[config.mk]
export PLATFORM = sky130hd
export DESIGN_NAME = unified_mem_arbiter_flat
export DESIGN_NICKNAME = d
export VERILOG_FILES = /design/src/rtl/unified_mem_arbiter_pkg.sv /design/src/rtl/unified_mem_arbiter_if.sv /design/src/rtl/unified_mem_arbiter_pick.sv /design/src/rtl/unified_mem_arbiter.sv /design/src/flat_wrapper.sv
export SDC_FILE = /design/constraint.sdc
export NUM_CORES = 1
export LEC_CHECK = 0
export ABC_CLOCK_PERIOD_IN_PS = 4900
export CAP_MARGIN = 30
export CORE_AREA = 2 2 79 81
export DETAILED_ROUTE_END_ITERATION = 8
export DIE_AREA = 0 0 81 83
export PLACE_DENSITY = 0.75
export SLEW_MARGIN = 20
export SYNTH_ARGS = -nofsm -noshare
export SYNTH_HDL_FRONTEND = slang
export SYNTH_HIERARCHICAL = 1
export SYNTH_SLANG_ARGS = --single-unit
[constraint.sdc]
create_clock -name clk_i -period 4.9 [get_ports clk_i]
set_clock_uncertainty 0.15 [all_clocks]
set_input_delay 0.735 -clock clk_i [delete_from_list [all_inputs] [get_ports clk_i]]
set_output_delay 0.735 -clock clk_i [all_outputs]
set_load 0.005 [all_outputs]
[src/rtl/unified_mem_arbiter_pkg.sv]
// Shared types and constants for the unified memory arbiter.
// Holds the FSM state and owner encodings plus the fixed fetch width code.
package unified_mem_arbiter_pkg;

    localparam int unsigned AddrW = 8;
    localparam int unsigned DataW = 32;

    // Fetches are always full-word reads.
    localparam logic [2:0] FetchFun3 = 3'b010;

    typedef enum logic {
        StIdle,
        StWait
    } arb_state_e;

    typedef enum logic {
        OwnIf,
        OwnD
    } arb_owner_e;

endpackage

[src/rtl/unified_mem_arbiter_if.sv]
// Bundle of the fetch port, load/store port and memory-macro signals around the arbiter.
// The slave modport is the arbiter's view; master is the surrounding datapath and memory.
interface unified_mem_arbiter_if;
    import unified_mem_arbiter_pkg::*;

    logic             if_req;
    logic [AddrW-1:0] if_addr;
    logic             if_gnt;
    logic             if_rvalid;
    logic [DataW-1:0] if_rdata;

    logic             d_req;
    logic             d_we;
    logic [2:0]       d_fun3;
    logic [AddrW-1:0] d_addr;
    logic [DataW-1:0] d_wdata;
    logic             d_gnt;
    logic             d_rvalid;
    logic [DataW-1:0] d_rdata;

    logic             mem_en;
    logic             mem_we;
    logic [2:0]       mem_fun3;
    logic [AddrW-1:0] mem_addr;
    logic [DataW-1:0] mem_wdata;
    logic [DataW-1:0] mem_rdata;

    logic             busy;

    modport slave (
        input  if_req, if_addr,
        output if_gnt, if_rvalid, if_rdata,
        input  d_req, d_we, d_fun3, d_addr, d_wdata,
        output d_gnt, d_rvalid, d_rdata,
        output mem_en, mem_we, mem_fun3, mem_addr, mem_wdata,
        input  mem_rdata,
        output busy
    );

    modport master (
        output if_req, if_addr,
        input  if_gnt, if_rvalid, if_rdata,
        output d_req, d_we, d_fun3, d_addr, d_wdata,
        input  d_gnt, d_rvalid, d_rdata,
        input  mem_en, mem_we, mem_fun3, mem_addr, mem_wdata,
        output mem_rdata,
        input  busy
    );

endinterface

[src/rtl/unified_mem_arbiter_pick.sv]
// Winner select between fetch and load/store: D has priority, but once D has been
// granted StarveMax times in a row over a waiting fetch, the fetch is forced through.
module unified_mem_arbiter_pick #(
    parameter int unsigned StarveMax = 4
) (
    input  logic clk_i,
    input  logic rst_ni,
    input  logic if_req_i,
    input  logic d_req_i,
    input  logic grant_en_i,
    output logic valid_o,
    output logic win_d_o
);

    localparam int unsigned CntW = $clog2(StarveMax + 1);

    logic [CntW-1:0] starve_q, starve_d;
    logic            starved;

    assign starved = (starve_q == CntW'(StarveMax));
    assign valid_o = if_req_i | d_req_i;
    assign win_d_o = d_req_i & ~(if_req_i & starved);

    always_comb begin
        starve_d = starve_q;
        if (!if_req_i) begin
            starve_d = '0;
        end else if (grant_en_i && valid_o) begin
            if (win_d_o) begin
                starve_d = starved ? starve_q : starve_q + CntW'(1);
            end else begin
                starve_d = '0;
            end
        end
    end

    always_ff @(posedge clk_i or negedge rst_ni) begin
        if (!rst_ni) begin
            starve_q <= '0;
        end else begin
            starve_q <= starve_d;
        end
    end

endmodule

[src/rtl/unified_mem_arbiter.sv]
// Shares one single-ported memory between instruction fetch and load/store, one access
// in flight at a time, with back-to-back grants on the completion cycle.
module unified_mem_arbiter
    import unified_mem_arbiter_pkg::*;
#(
    parameter int unsigned MemLat    = 1,
    parameter int unsigned StarveMax = 4
) (
    input  logic                  clk_i,
    input  logic                  rst_ni,
    unified_mem_arbiter_if.slave  bus_io
);

    localparam int unsigned LatW = (MemLat > 1) ? $clog2(MemLat) : 1;

    arb_state_e      state_q, state_d;
    arb_owner_e      owner_q, owner_d;
    logic            we_q, we_d;
    logic [LatW-1:0] lat_q, lat_d;

    logic complete;
    logic grant_slot;
    logic pick_valid;
    logic pick_d;
    logic granting;

    assign complete   = (state_q == StWait) && (lat_q == '0);
    // Reset gating keeps every output low while rst_ni is held, even with requests up.
    assign grant_slot = rst_ni && ((state_q == StIdle) || complete);
    assign granting   = grant_slot && pick_valid;

    unified_mem_arbiter_pick #(
        .StarveMax (StarveMax)
    ) u_pick (
        .clk_i      (clk_i),
        .rst_ni     (rst_ni),
        .if_req_i   (bus_io.if_req),
        .d_req_i    (bus_io.d_req),
        .grant_en_i (grant_slot),
        .valid_o    (pick_valid),
        .win_d_o    (pick_d)
    );

    always_comb begin
        state_d          = state_q;
        owner_d          = owner_q;
        we_d             = we_q;
        lat_d            = lat_q;
        bus_io.if_gnt    = 1'b0;
        bus_io.if_rvalid = 1'b0;
        bus_io.if_rdata  = '0;
        bus_io.d_gnt     = 1'b0;
        bus_io.d_rvalid  = 1'b0;
        bus_io.d_rdata   = '0;
        bus_io.mem_en    = 1'b0;
        bus_io.mem_we    = 1'b0;
        bus_io.mem_fun3  = '0;
        bus_io.mem_addr  = '0;
        bus_io.mem_wdata = '0;

        if (complete) begin
            if (owner_q == OwnIf) begin
                bus_io.if_rvalid = 1'b1;
                bus_io.if_rdata  = bus_io.mem_rdata;
            end else begin
                bus_io.d_rvalid = 1'b1;
                bus_io.d_rdata  = we_q ? '0 : bus_io.mem_rdata;
            end
        end

        if (granting) begin
            bus_io.mem_en = 1'b1;
            state_d       = StWait;
            lat_d         = LatW'(MemLat - 1);
            if (pick_d) begin
                bus_io.d_gnt     = 1'b1;
                bus_io.mem_we    = bus_io.d_we;
                bus_io.mem_fun3  = bus_io.d_fun3;
                bus_io.mem_addr  = bus_io.d_addr;
                bus_io.mem_wdata = bus_io.d_wdata;
                owner_d          = OwnD;
                we_d             = bus_io.d_we;
            end else begin
                bus_io.if_gnt   = 1'b1;
                bus_io.mem_fun3 = FetchFun3;
                bus_io.mem_addr = bus_io.if_addr;
                owner_d         = OwnIf;
                we_d            = 1'b0;
            end
        end else if (complete) begin
            state_d = StIdle;
        end else if (state_q == StWait) begin
            lat_d = lat_q - LatW'(1);
        end

        bus_io.busy = (state_q == StWait) && !(complete && !granting);
    end

    always_ff @(posedge clk_i or negedge rst_ni) begin
        if (!rst_ni) begin
            state_q <= StIdle;
            owner_q <= OwnIf;
            we_q    <= 1'b0;
            lat_q   <= '0;
        end else begin
            state_q <= state_d;
            owner_q <= owner_d;
            we_q    <= we_d;
            lat_q   <= lat_d;
        end
    end

endmodule

[src/flat_wrapper.sv]
// flat-port wrapper written by rule: the top's interface ports become plain ports
module unified_mem_arbiter_flat import unified_mem_arbiter_pkg::*;
#(
    parameter int unsigned MemLat    = 1,
    parameter int unsigned StarveMax = 4
)
  (clk_i, rst_ni, bus_io_if_req, bus_io_if_addr, bus_io_if_gnt, bus_io_if_rvalid, bus_io_if_rdata, bus_io_d_req, bus_io_d_we, bus_io_d_fun3, bus_io_d_addr, bus_io_d_wdata, bus_io_d_gnt, bus_io_d_rvalid, bus_io_d_rdata, bus_io_mem_en, bus_io_mem_we, bus_io_mem_fun3, bus_io_mem_addr, bus_io_mem_wdata, bus_io_mem_rdata, bus_io_busy);
  unified_mem_arbiter_if bus_io_i ();
  input  logic clk_i;
  input  logic rst_ni;
  input wire logic [$bits(bus_io_i.if_req)-1:0] bus_io_if_req;
  input wire logic [$bits(bus_io_i.if_addr)-1:0] bus_io_if_addr;
  output wire logic [$bits(bus_io_i.if_gnt)-1:0] bus_io_if_gnt;
  output wire logic [$bits(bus_io_i.if_rvalid)-1:0] bus_io_if_rvalid;
  output wire logic [$bits(bus_io_i.if_rdata)-1:0] bus_io_if_rdata;
  input wire logic [$bits(bus_io_i.d_req)-1:0] bus_io_d_req;
  input wire logic [$bits(bus_io_i.d_we)-1:0] bus_io_d_we;
  input wire logic [$bits(bus_io_i.d_fun3)-1:0] bus_io_d_fun3;
  input wire logic [$bits(bus_io_i.d_addr)-1:0] bus_io_d_addr;
  input wire logic [$bits(bus_io_i.d_wdata)-1:0] bus_io_d_wdata;
  output wire logic [$bits(bus_io_i.d_gnt)-1:0] bus_io_d_gnt;
  output wire logic [$bits(bus_io_i.d_rvalid)-1:0] bus_io_d_rvalid;
  output wire logic [$bits(bus_io_i.d_rdata)-1:0] bus_io_d_rdata;
  output wire logic [$bits(bus_io_i.mem_en)-1:0] bus_io_mem_en;
  output wire logic [$bits(bus_io_i.mem_we)-1:0] bus_io_mem_we;
  output wire logic [$bits(bus_io_i.mem_fun3)-1:0] bus_io_mem_fun3;
  output wire logic [$bits(bus_io_i.mem_addr)-1:0] bus_io_mem_addr;
  output wire logic [$bits(bus_io_i.mem_wdata)-1:0] bus_io_mem_wdata;
  input wire logic [$bits(bus_io_i.mem_rdata)-1:0] bus_io_mem_rdata;
  output wire logic [$bits(bus_io_i.busy)-1:0] bus_io_busy;
  assign bus_io_i.if_req = bus_io_if_req;
  assign bus_io_i.if_addr = bus_io_if_addr;
  assign bus_io_if_gnt = bus_io_i.if_gnt;
  assign bus_io_if_rvalid = bus_io_i.if_rvalid;
  assign bus_io_if_rdata = bus_io_i.if_rdata;
  assign bus_io_i.d_req = bus_io_d_req;
  assign bus_io_i.d_we = bus_io_d_we;
  assign bus_io_i.d_fun3 = bus_io_d_fun3;
  assign bus_io_i.d_addr = bus_io_d_addr;
  assign bus_io_i.d_wdata = bus_io_d_wdata;
  assign bus_io_d_gnt = bus_io_i.d_gnt;
  assign bus_io_d_rvalid = bus_io_i.d_rvalid;
  assign bus_io_d_rdata = bus_io_i.d_rdata;
  assign bus_io_mem_en = bus_io_i.mem_en;
  assign bus_io_mem_we = bus_io_i.mem_we;
  assign bus_io_mem_fun3 = bus_io_i.mem_fun3;
  assign bus_io_mem_addr = bus_io_i.mem_addr;
  assign bus_io_mem_wdata = bus_io_i.mem_wdata;
  assign bus_io_i.mem_rdata = bus_io_mem_rdata;
  assign bus_io_busy = bus_io_i.busy;
  unified_mem_arbiter #(.MemLat(MemLat), .StarveMax(StarveMax)) u_core (.clk_i(clk_i), .rst_ni(rst_ni), .bus_io(bus_io_i));
endmodule
==> results.json, run 1 <==
{
  "cts_buffers": 3,
  "drt_first_iter_violations": 48,
  "p_per_area_mw_per_mm2": 111.7,
  "cp.arrival_ps": 2970,
  "worst_pin_slew_ps": 802.3,
  "cts_buffer_depth": 2,
  "layout.area.seq_um2": 175.2,
  "cts_hold_buffers": 0,
  "rsz0062_at_grt": "false",
  "core_area_mm2": 0.005816,
  "status": "finished clean",
  "min_period_over_period_pct": 78.75,
  "initial_core_util_pct": 20.76,
  "diodes": 0,
  "finalSetupTns_ps": 0,
  "post_cts_resized": 0,
  "htreeDepth": 1,
  "die_area_mm2": 0.006723,
  "maxCapViolCount": 0,
  "row_count": 28,
  "crit_required_ps": 4010,
  "boundaryPins": 202,
  "cts_sinks": 7,
  "hp-class": "flip-flop to flip-flop",
  "die_h_um": 83,
  "setup_viol": 0,
  "synth_top_flop_cell": "dfrtp_1",
  "drt_first_pass_iters": 3,
  "grt-busiest-layer": "met2",
  "leakage_nw": 1.339,
  "netlist_area_mm2": 0.001207,
  "period_minus_slack_ps": 3859,
  "drtAntennaViolNets": 0,
  "ys_ff_latch": 7,
  "synth_nets": 260,
  "drv_slew": 0,
  "num-fill-cells": 543,
  "dp_hpwl_mm": 5.210,
  "peakVddDrop_uv": 191.6,
  "fmaxAchievable_ghz": 0.2592,
  "grt.met2_usage_pct": 30.35,
  "relSlewSlack_pct": 46.51,
  "grt_max_degree": 39,
  "clock_tree.root_cell": "clkbuf_8",
  "routed_via_density": 4.093,
  "grt.met1_usage_pct": 19.21,
  "multiInputGateArea_um2": 938.4,
  "synthCells": 170,
  "crit_fanout": 38,
  "grt-ovfl-total": 0,
  "cts_tree": "built",
  "place_congestion": 0.7956,
  "critPathKind": "primary input to output pin",
  "avgSynthCellArea_um2": 7.102,
  "antenna_found_initial": 0,
  "synth_edf_count": 0,
  "wl_per_cell_um": 13.84,
  "final_util_pct": 56.91,
  "num_vias": 1805,
  "cts_setup_buffers": 0,
  "portBuffers": 201,
  "clock_latency_ps": 230,
  "ys_seq_area_share_pct": 14.51,
  "hold_violations": 0,
  "grt_usage_pct": 16.96,
  "area_growth_pct": 174.1,
  "drcViolationCount": 0,
  "grt_first_pass_wirelength_mm": 9.025,
  "die_x_um": 81,
  "start_kind": "primary input",
  "synthArstFlopShare_pct": 100.0,
  "routed_wl_mm": 6.104,
  "nets": 457,
  "clk_pin_slew_ps": 40,
  "ys_warn_count": 6,
  "grt_pass1_vias": 1723,
  "drive_gt1_share_pct": 2.732,
  "netlist-cell-type-count": 26,
  "critPathCaptureType": "output pin",
  "met3_usage_pct": 5.543
}
[cells by family after synthesis]
group | synth area share, %
simple gates | 63.52
buf+inv | 7.772
compound gates | 5.492
flops | 14.51
mux | 6.632
fa+ha+maj | 2.072
[sequential cells by signal, summed over array words and instances, names as in the netlist]
register / flops
u_core/we_q: 1
u_core/state_q: 1
u_core/lat_q: 1
u_core/owner_q: 1
u_core/u_pick/starve_q: 3
[path summary, 6_finish.rpt]
check	end	slack (ps)	start	cells after the start
max	bus_io_mem_wdata[26]	1040	rst_ni	6
min	u_core/owner_q	390	u_core/owner_q	1
max reg2reg	u_core/we_q	2950	u_core/u_pick/starve_q[0]	7
min reg2reg	u_core/owner_q	390	u_core/owner_q	1
max in group asynchronous	u_core/u_pick/starve_q[1]	3690	rst_ni	1
min in group asynchronous	u_core/owner_q	640	rst_ni	1
[cells in the mapped netlist (all sizes together), types with 2 or more instances]
cell type  count  area (µm²)
and3           2       12.51
nor2           9       33.78
mux2i          8       80.08
buf            9       60.06
nand2          7       26.28
and2         100       625.6
inv            6       22.52
a21boi         4       33.78
nor3b          2       25.02
dfrtp          7       175.2
ha             2       25.02
clkbuf         3       11.26
nand4          2       12.51
[layout make-up]
| cell class | count | share of cell area (%) |
|---|---|---|
| inverters | 6 | 0.6805 |
| multi-input cells | 145 | 28.36 |
| well taps | 75 | 2.836 |
| flip-flops and latches | 7 | 5.293 |
| clock buffers | 4 | 1.361 |
| repair buffers | 204 | 61.47 |
[power breakdown]
part	total, mW	leakage [nW]	internal (mW)	switching, mW
clock	0.0805	0.0228	0.0562	0.0243
sequential	0.0638	0.0929	0.0611	0.00276
combinational	0.225	1.22	0.158	0.0672
total	0.370	1.34	0.275	0.0943
[layout by cell type, fill, tap and decap left out, drive strengths merged]
master and n:
ha 2, a21oi 1, or2 1, buf 3, clkdlybuf4s50 201, inv 6, nor2 9, and2 100
nand4b 1, o21ai 1, nand4 2, and3b 1, clkbuf 4, nor3b 2, mux2i 8, a21o 1
dfrtp 7, a21boi 4, a31oi 1, and2b 1, and3 2, nand2 7, a22o 1
[worst max-delay path, stage by stage]
cell	delay (ps)
clkdlybuf4s50_1	690
a21boi_2	320
and3_1	190
buf_4	290
and2_1	190
clkdlybuf4s50_1	560
[per-stage QoR]
stage	hold slack (ps)	setup slack [ps]	instance area [µm²]	total power, mW	std cells
floorplan	289.4	2411	1207	0.1275	170
global placement	380.4	1092	3264	0.2894	437
detailed placement	375.7	1047	3264	0.2911	437
finish	385.8	1041	3309	0.3695	441
global route	401.6	863.5	3309	0.3926	441
CTS	385.2	1031	3309	0.3735	441
[per-layer routing]
metal  wire length, µm  up-vias
met5                 0        -
met4                47        0
met3               716        4
met2              2956      103
met1              2383      776
li1                  -      922
Note: power is estimated with default switching activity, not from simulation.
==> inputs of run 2 (changes only) <==
- ABC_CLOCK_PERIOD_IN_PS: 4900 -> 3800
- CORE_AREA: 2 2 79 81 -> 2 2 78 80
- DIE_AREA: 0 0 81 83 -> 0 0 80 82
- PLACE_DENSITY: 0.75 -> 0.77
- clock period: 4.9 -> 3.8 ns (I/O delays scaled with it)
==> results.json, run 2 (synthesis results as in run 1) <==
{
  "hold_violations": 0,
  "rsz0062_at_grt": "false",
  "cts_setup_buffers": 0,
  "period_minus_slack_ps": 3296,
  "row_count": 28,
  "fmaxAchievable_ghz": 0.3034,
  "routed_via_density": 4.063,
  "drtAntennaViolNets": 0,
  "diodes": 0,
  "crit_required_ps": 3080,
  "dp.cells": 438,
  "leakage_nw": 1.347,
  "status": "finished clean",
  "grt_pass1_vias": 1667,
  "drt_first_iter_violations": 34,
  "cts_hold_buffers": 0,
  "critPathKind": "primary input to output pin",
  "die_x_um": 80,
  "dp_hpwl_mm": 5.091,
  "wl_met3_um": 634,
  "crit_path_cell_trace": "clkdlybuf4s50_1 > inv_1 > a31oi_1 > and3_1 > buf_12 > and2_1 > clkdlybuf4s50_1",
  "largest_reg_flops": 3,
  "boundaryPins": 202,
  "core_area_mm2": 0.005746,
  "wl_met1_mm": 2.190,
  "wl_per_cell_um": 13.14,
  "finalSetupTns_ps": 0,
  "wl_met2_mm": 2.966,
  "maxCapViolCount": 0,
  "cts_buffer_depth": 2,
  "cts_buffers": 3,
  "cp.arrival_ps": 2580,
  "num-fill-cells": 514,
  "most-common-layout-cells": "201 x clkdlybuf4s50_1, 100 x and2_1, 9 x nor2_1",
  "nets": 458,
  "setup_viol": 0,
  "relSlewSlack_pct": 47.30,
  "drive_gt1_share_pct": 2.997,
  "grt_usage_pct": 15.88,
  "die_h_um": 82,
  "clk_pin_slew_ps": 40,
  "largest_register": "u_core/u_pick/starve_q",
  "grt-ovfl-total": 0,
  "highest_layer": "met4",
  "crit_slowest_cell": "clkdlybuf4s50_1",
  "layout.cells.non_filler": 442,
  "slowest_delay_ps": 560,
  "mostFrequentLayoutCell": "clkdlybuf4s50_1",
  "drt_first_pass_iters": 4,
  "design_power_total_mw": 0.4769,
  "post_cts_resized": 0,
  "worst_pin_slew_ps": 790.5,
  "peakVddDrop_uv": 203.1,
  "drcViolationCount": 0,
  "portBuffers": 201,
  "min_period_over_period_pct": 86.74,
  "die_area_mm2": 0.006560,
  "htreeDepth": 1,
  "start_kind": "primary input",
  "crit_fanout": 34,
  "cp_common_cell": "clkdlybuf4s50_1",
  "layout.area.seq_um2": 175.2,
  "critPathCaptureType": "output pin",
  "initial_core_util_pct": 21.01,
  "hp-class": "flip-flop to flip-flop",
  "antenna_found_initial": 0,
  "clock_tree.root_cell": "clkbuf_8",
  "routed_wl_mm": 5.809,
  "area_growth_pct": 175.8,
  "grt_first_pass_wirelength_mm": 8.397,
  "clock_latency_ps": 230,
  "multiInputGateArea_um2": 938.4,
  "final_area_mm2": 0.003329,
  "post_dp_cell_area_mm2": 0.003284,
  "p_per_area_mw_per_mm2": 143.2,
  "drv_slew": 0,
  "place_congestion": 0.8283,
  "grt_max_degree": 35,
  "num_vias": 1796,
  "cts_sinks": 7,
  "cts_tree": "built"
}
## run 2: cell count changes in the layout (fill, tap and decap cells not counted)
cell,before,now
buf_12,0,1
## run 2: per-layer routing
| metal | up-vias | GRT usage, % |
|---|---|---|
| met5 | - | 0 |
| met4 | 0 | 1.525 |
| met3 | 2 | 5.495 |
| met2 | 100 | 29.25 |
| met1 | 771 | 18.36 |
| li1 | 923 | - |
## run 2: final timing paths
path | startpoint | endpoint | slack [ps] | cells past startpoint
hold reg to reg | u_core/we_q | u_core/we_q | 350 | 1
max in group asynchronous | rst_ni | u_core/owner_q | 2880 | 2
min in group asynchronous | rst_ni | u_core/u_pick/starve_q[2] | 490 | 2
setup / recovery | bus_io_d_req | bus_io_mem_wdata[31] | 500 | 7
setup reg to reg | u_core/u_pick/starve_q[0] | u_core/we_q | 2190 | 5
hold / removal | u_core/we_q | u_core/we_q | 350 | 1
## run 2: worst max-delay path, delay by kind of cell
family | cells | cell delay (ps)
simple gates | 2 | 490
compound gates | 1 | 190
buf+inv | 4 | 1320
## run 2: power breakdown
group / leakage, nW / switching, mW / internal, mW
clock: 0.0228 / 0.0309 / 0.0725
sequential: 0.0929 / 0.00329 / 0.0787
combinational: 1.23 / 0.0856 / 0.206
## run 2: area by class of cell
cell class	count	share of cell area [%]
repair buffers	205	61.71
multi-input cells	145	28.18
flip-flops and latches	7	5.261
well taps	75	2.818
clock buffers	4	1.353
inverters	6	0.6764
## run 2: metrics by stage
| stage | setup slack (ps) | util [%] | hold WS [ps] |
|---|---|---|---|
| final | 503.8 | 57.95 | 346.6 |
| after detailed placement | 511.9 | 57.16 | 348.3 |
| after CTS | 512.8 | 57.95 | 357.8 |
| after floorplan | 1641 | - | 124.4 |
| after global routing | 401.5 | 57.95 | 401.5 |
| after global placement | 569.7 | 57.16 | 342.5 |
==> inputs of run 3 (changes only) <==
- ABC_CLOCK_PERIOD_IN_PS: 3800 -> 4150
- CORE_AREA: 2 2 78 80 -> 2 2 79 81
- CTS_CLUSTER_DIAMETER: unset -> 30
- DIE_AREA: 0 0 80 82 -> 0 0 81 83
- PLACE_DENSITY: 0.77 -> 0.75
- clock period: 3.8 -> 4.15 ns (I/O delays scaled with it)
==> results.json, run 3 (synthesis results as in run 1) <==
{
  "dp_hpwl_mm": 5.252,
  "min_period_over_period_pct": 84.31,
  "cp.arrival_ps": 2730,
  "grt-ovfl-total": 0,
  "hp-class": "flip-flop to flip-flop",
  "cts_sinks": 7,
  "p_sw_mw": 0.1132,
  "mostFrequentLayoutCell": "clkdlybuf4s50_1",
  "p_seq_share_pct": 17.1,
  "rsz0062_at_grt": "false",
  "cts_buffers": 3,
  "num_vias": 1830,
  "grt_max_degree": 34,
  "cts_hold_buffers": 0,
  "cts_tree": "built",
  "drive_gt1_share_pct": 2.997,
  "grt_first_pass_wirelength_mm": 9.025,
  "rrSetupSlack_ps": 2400,
  "crit_fanout": 27,
  "die_x_um": 81,
  "drtAntennaViolNets": 0,
  "cp_common_cell": "clkdlybuf4s50_1",
  "clk_pin_slew_ps": 40,
  "r2r-end": "u_core/we_q",
  "hold_violations": 0,
  "leakage_nw": 1.347,
  "boundaryPins": 202,
  "diodes": 0,
  "maxCapViolCount": 0,
  "clock_tree.root_cell": "clkbuf_8",
  "reg2regPathDepth": 5,
  "area_growth_pct": 175.8,
  "finalSetupTns_ps": 0,
  "p_per_area_mw_per_mm2": 132.3,
  "nets": 458,
  "slowest_delay_ps": 570,
  "whs_path_depth": 1,
  "routed_via_density": 4.140,
  "initial_core_util_pct": 20.76,
  "largest_reg_flops": 3,
  "crit_path_cell_trace": "clkdlybuf4s50_1 > inv_1 > a31oi_1 > and3_1 > buf_12 > and2_1 > clkdlybuf4s50_1",
  "setup_viol": 0,
  "pwr-share-clk_pct": 22.1,
  "grt_usage_pct": 17.04,
  "critPathKind": "primary input to output pin",
  "relSlewSlack_pct": 49.02,
  "cts_setup_buffers": 0,
  "drcViolationCount": 0,
  "drt_first_pass_iters": 4,
  "worst_pin_slew_ps": 764.6,
  "period_minus_slack_ps": 3499,
  "htreeDepth": 1,
  "die_area_mm2": 0.006723,
  "drt_first_iter_violations": 44,
  "crit_required_ps": 3380,
  "critPathCaptureType": "output pin",
  "peakVddDrop_uv": 226.3,
  "antenna_found_initial": 0,
  "die_h_um": 83,
  "wl_per_cell_um": 13.74,
  "crit_slowest_cell": "clkdlybuf4s50_1",
  "row_count": 28,
  "p_sw_share_pct": 25.71,
  "holdPathEnd": "u_core/owner_q",
  "most-common-layout-cells": "201 x clkdlybuf4s50_1, 100 x and2_1, 9 x nor2_1",
  "status": "finished clean",
  "drv_slew": 0,
  "clock_latency_ps": 230,
  "grt_pass1_vias": 1692,
  "timing.hold.ws_ps": 389.7,
  "cts_buffer_depth": 2,
  "routed_wl_mm": 6.074,
  "r2r-start": "u_core/u_pick/starve_q[0]",
  "place_congestion": 0.8093,
  "p_int_mw": 0.3271,
  "start_kind": "primary input",
  "pwr-share-comb_pct": 60.8,
  "min_from": "u_core/owner_q",
  "core_area_mm2": 0.005816,
  "fmaxAchievable_ghz": 0.2858,
  "largest_register": "u_core/u_pick/starve_q",
  "post_cts_resized": 0,
  "portBuffers": 201
}
-- run 3: power groups by stage --
stage / Combinational, mW / Sequential, mW / Clock, mW
floorplan: 0.0755 / 0.0751 / 0
global route: 0.290 / 0.0755 / 0.106
CTS: 0.271 / 0.0752 / 0.0998
global placement: 0.268 / 0.0759 / 0
finish: 0.268 / 0.0754 / 0.0971
detailed placement: 0.270 / 0.0761 / 0
-- run 3: layout make-up --
type | count | area, µm²
repair buffers | 205 | 2054
flip-flops and latches | 7 | 175.2
fillers | 553 | 2486
inverters | 6 | 22.52
clock buffers | 4 | 45.04
multi-input cells | 145 | 938.4
well taps | 75 | 93.84
-- run 3: worst max-delay path by stage --
stage | startpoint | endpoint | slack (ps)
finish | bus_io_d_req | bus_io_mem_wdata[1] | 650
global route | bus_io_d_req | bus_io_mem_wdata[20] | 490
CTS | bus_io_d_req | bus_io_mem_wdata[31] | 660
detailed placement | bus_io_d_req | bus_io_mem_wdata[31] | 680
global placement | bus_io_d_req | bus_io_mem_wdata[31] | 720
floorplan | bus_io_if_req | bus_io_mem_wdata[10] | 1890
-- run 3: metal layers --
layer	share of wire (%)	vias up	track usage, %
met2	49	110	29.30
met1	38	783	20.65
met3	11	10	5.652
met4	1.6	0	2.773
met5	0	-	0
li1	-	927	-
-- run 3: stage by stage --
step | utilization, % | worst slack [ps] | cell area [µm²] | cells | total power, mW
CTS | 57.25 | 662.8 | 3329 | 442 | 0.4465
global placement | 56.48 | 720.1 | 3284 | 438 | 0.3444
finish | 57.25 | 650.9 | 3329 | 442 | 0.4403
floorplan | - | 1886 | 1207 | 170 | 0.1506
global route | 57.25 | 491.8 | 3329 | 442 | 0.4720
detailed placement | 56.48 | 676.7 | 3284 | 438 | 0.3457
-- run 3: worst max-delay path, delay by kind of cell --
kind / cells / cell delay (ps)
and+or+nand+nor: 2 / 560
buffers and inverters: 4 / 1360
AOI/OAI and AO/OA: 1 / 180
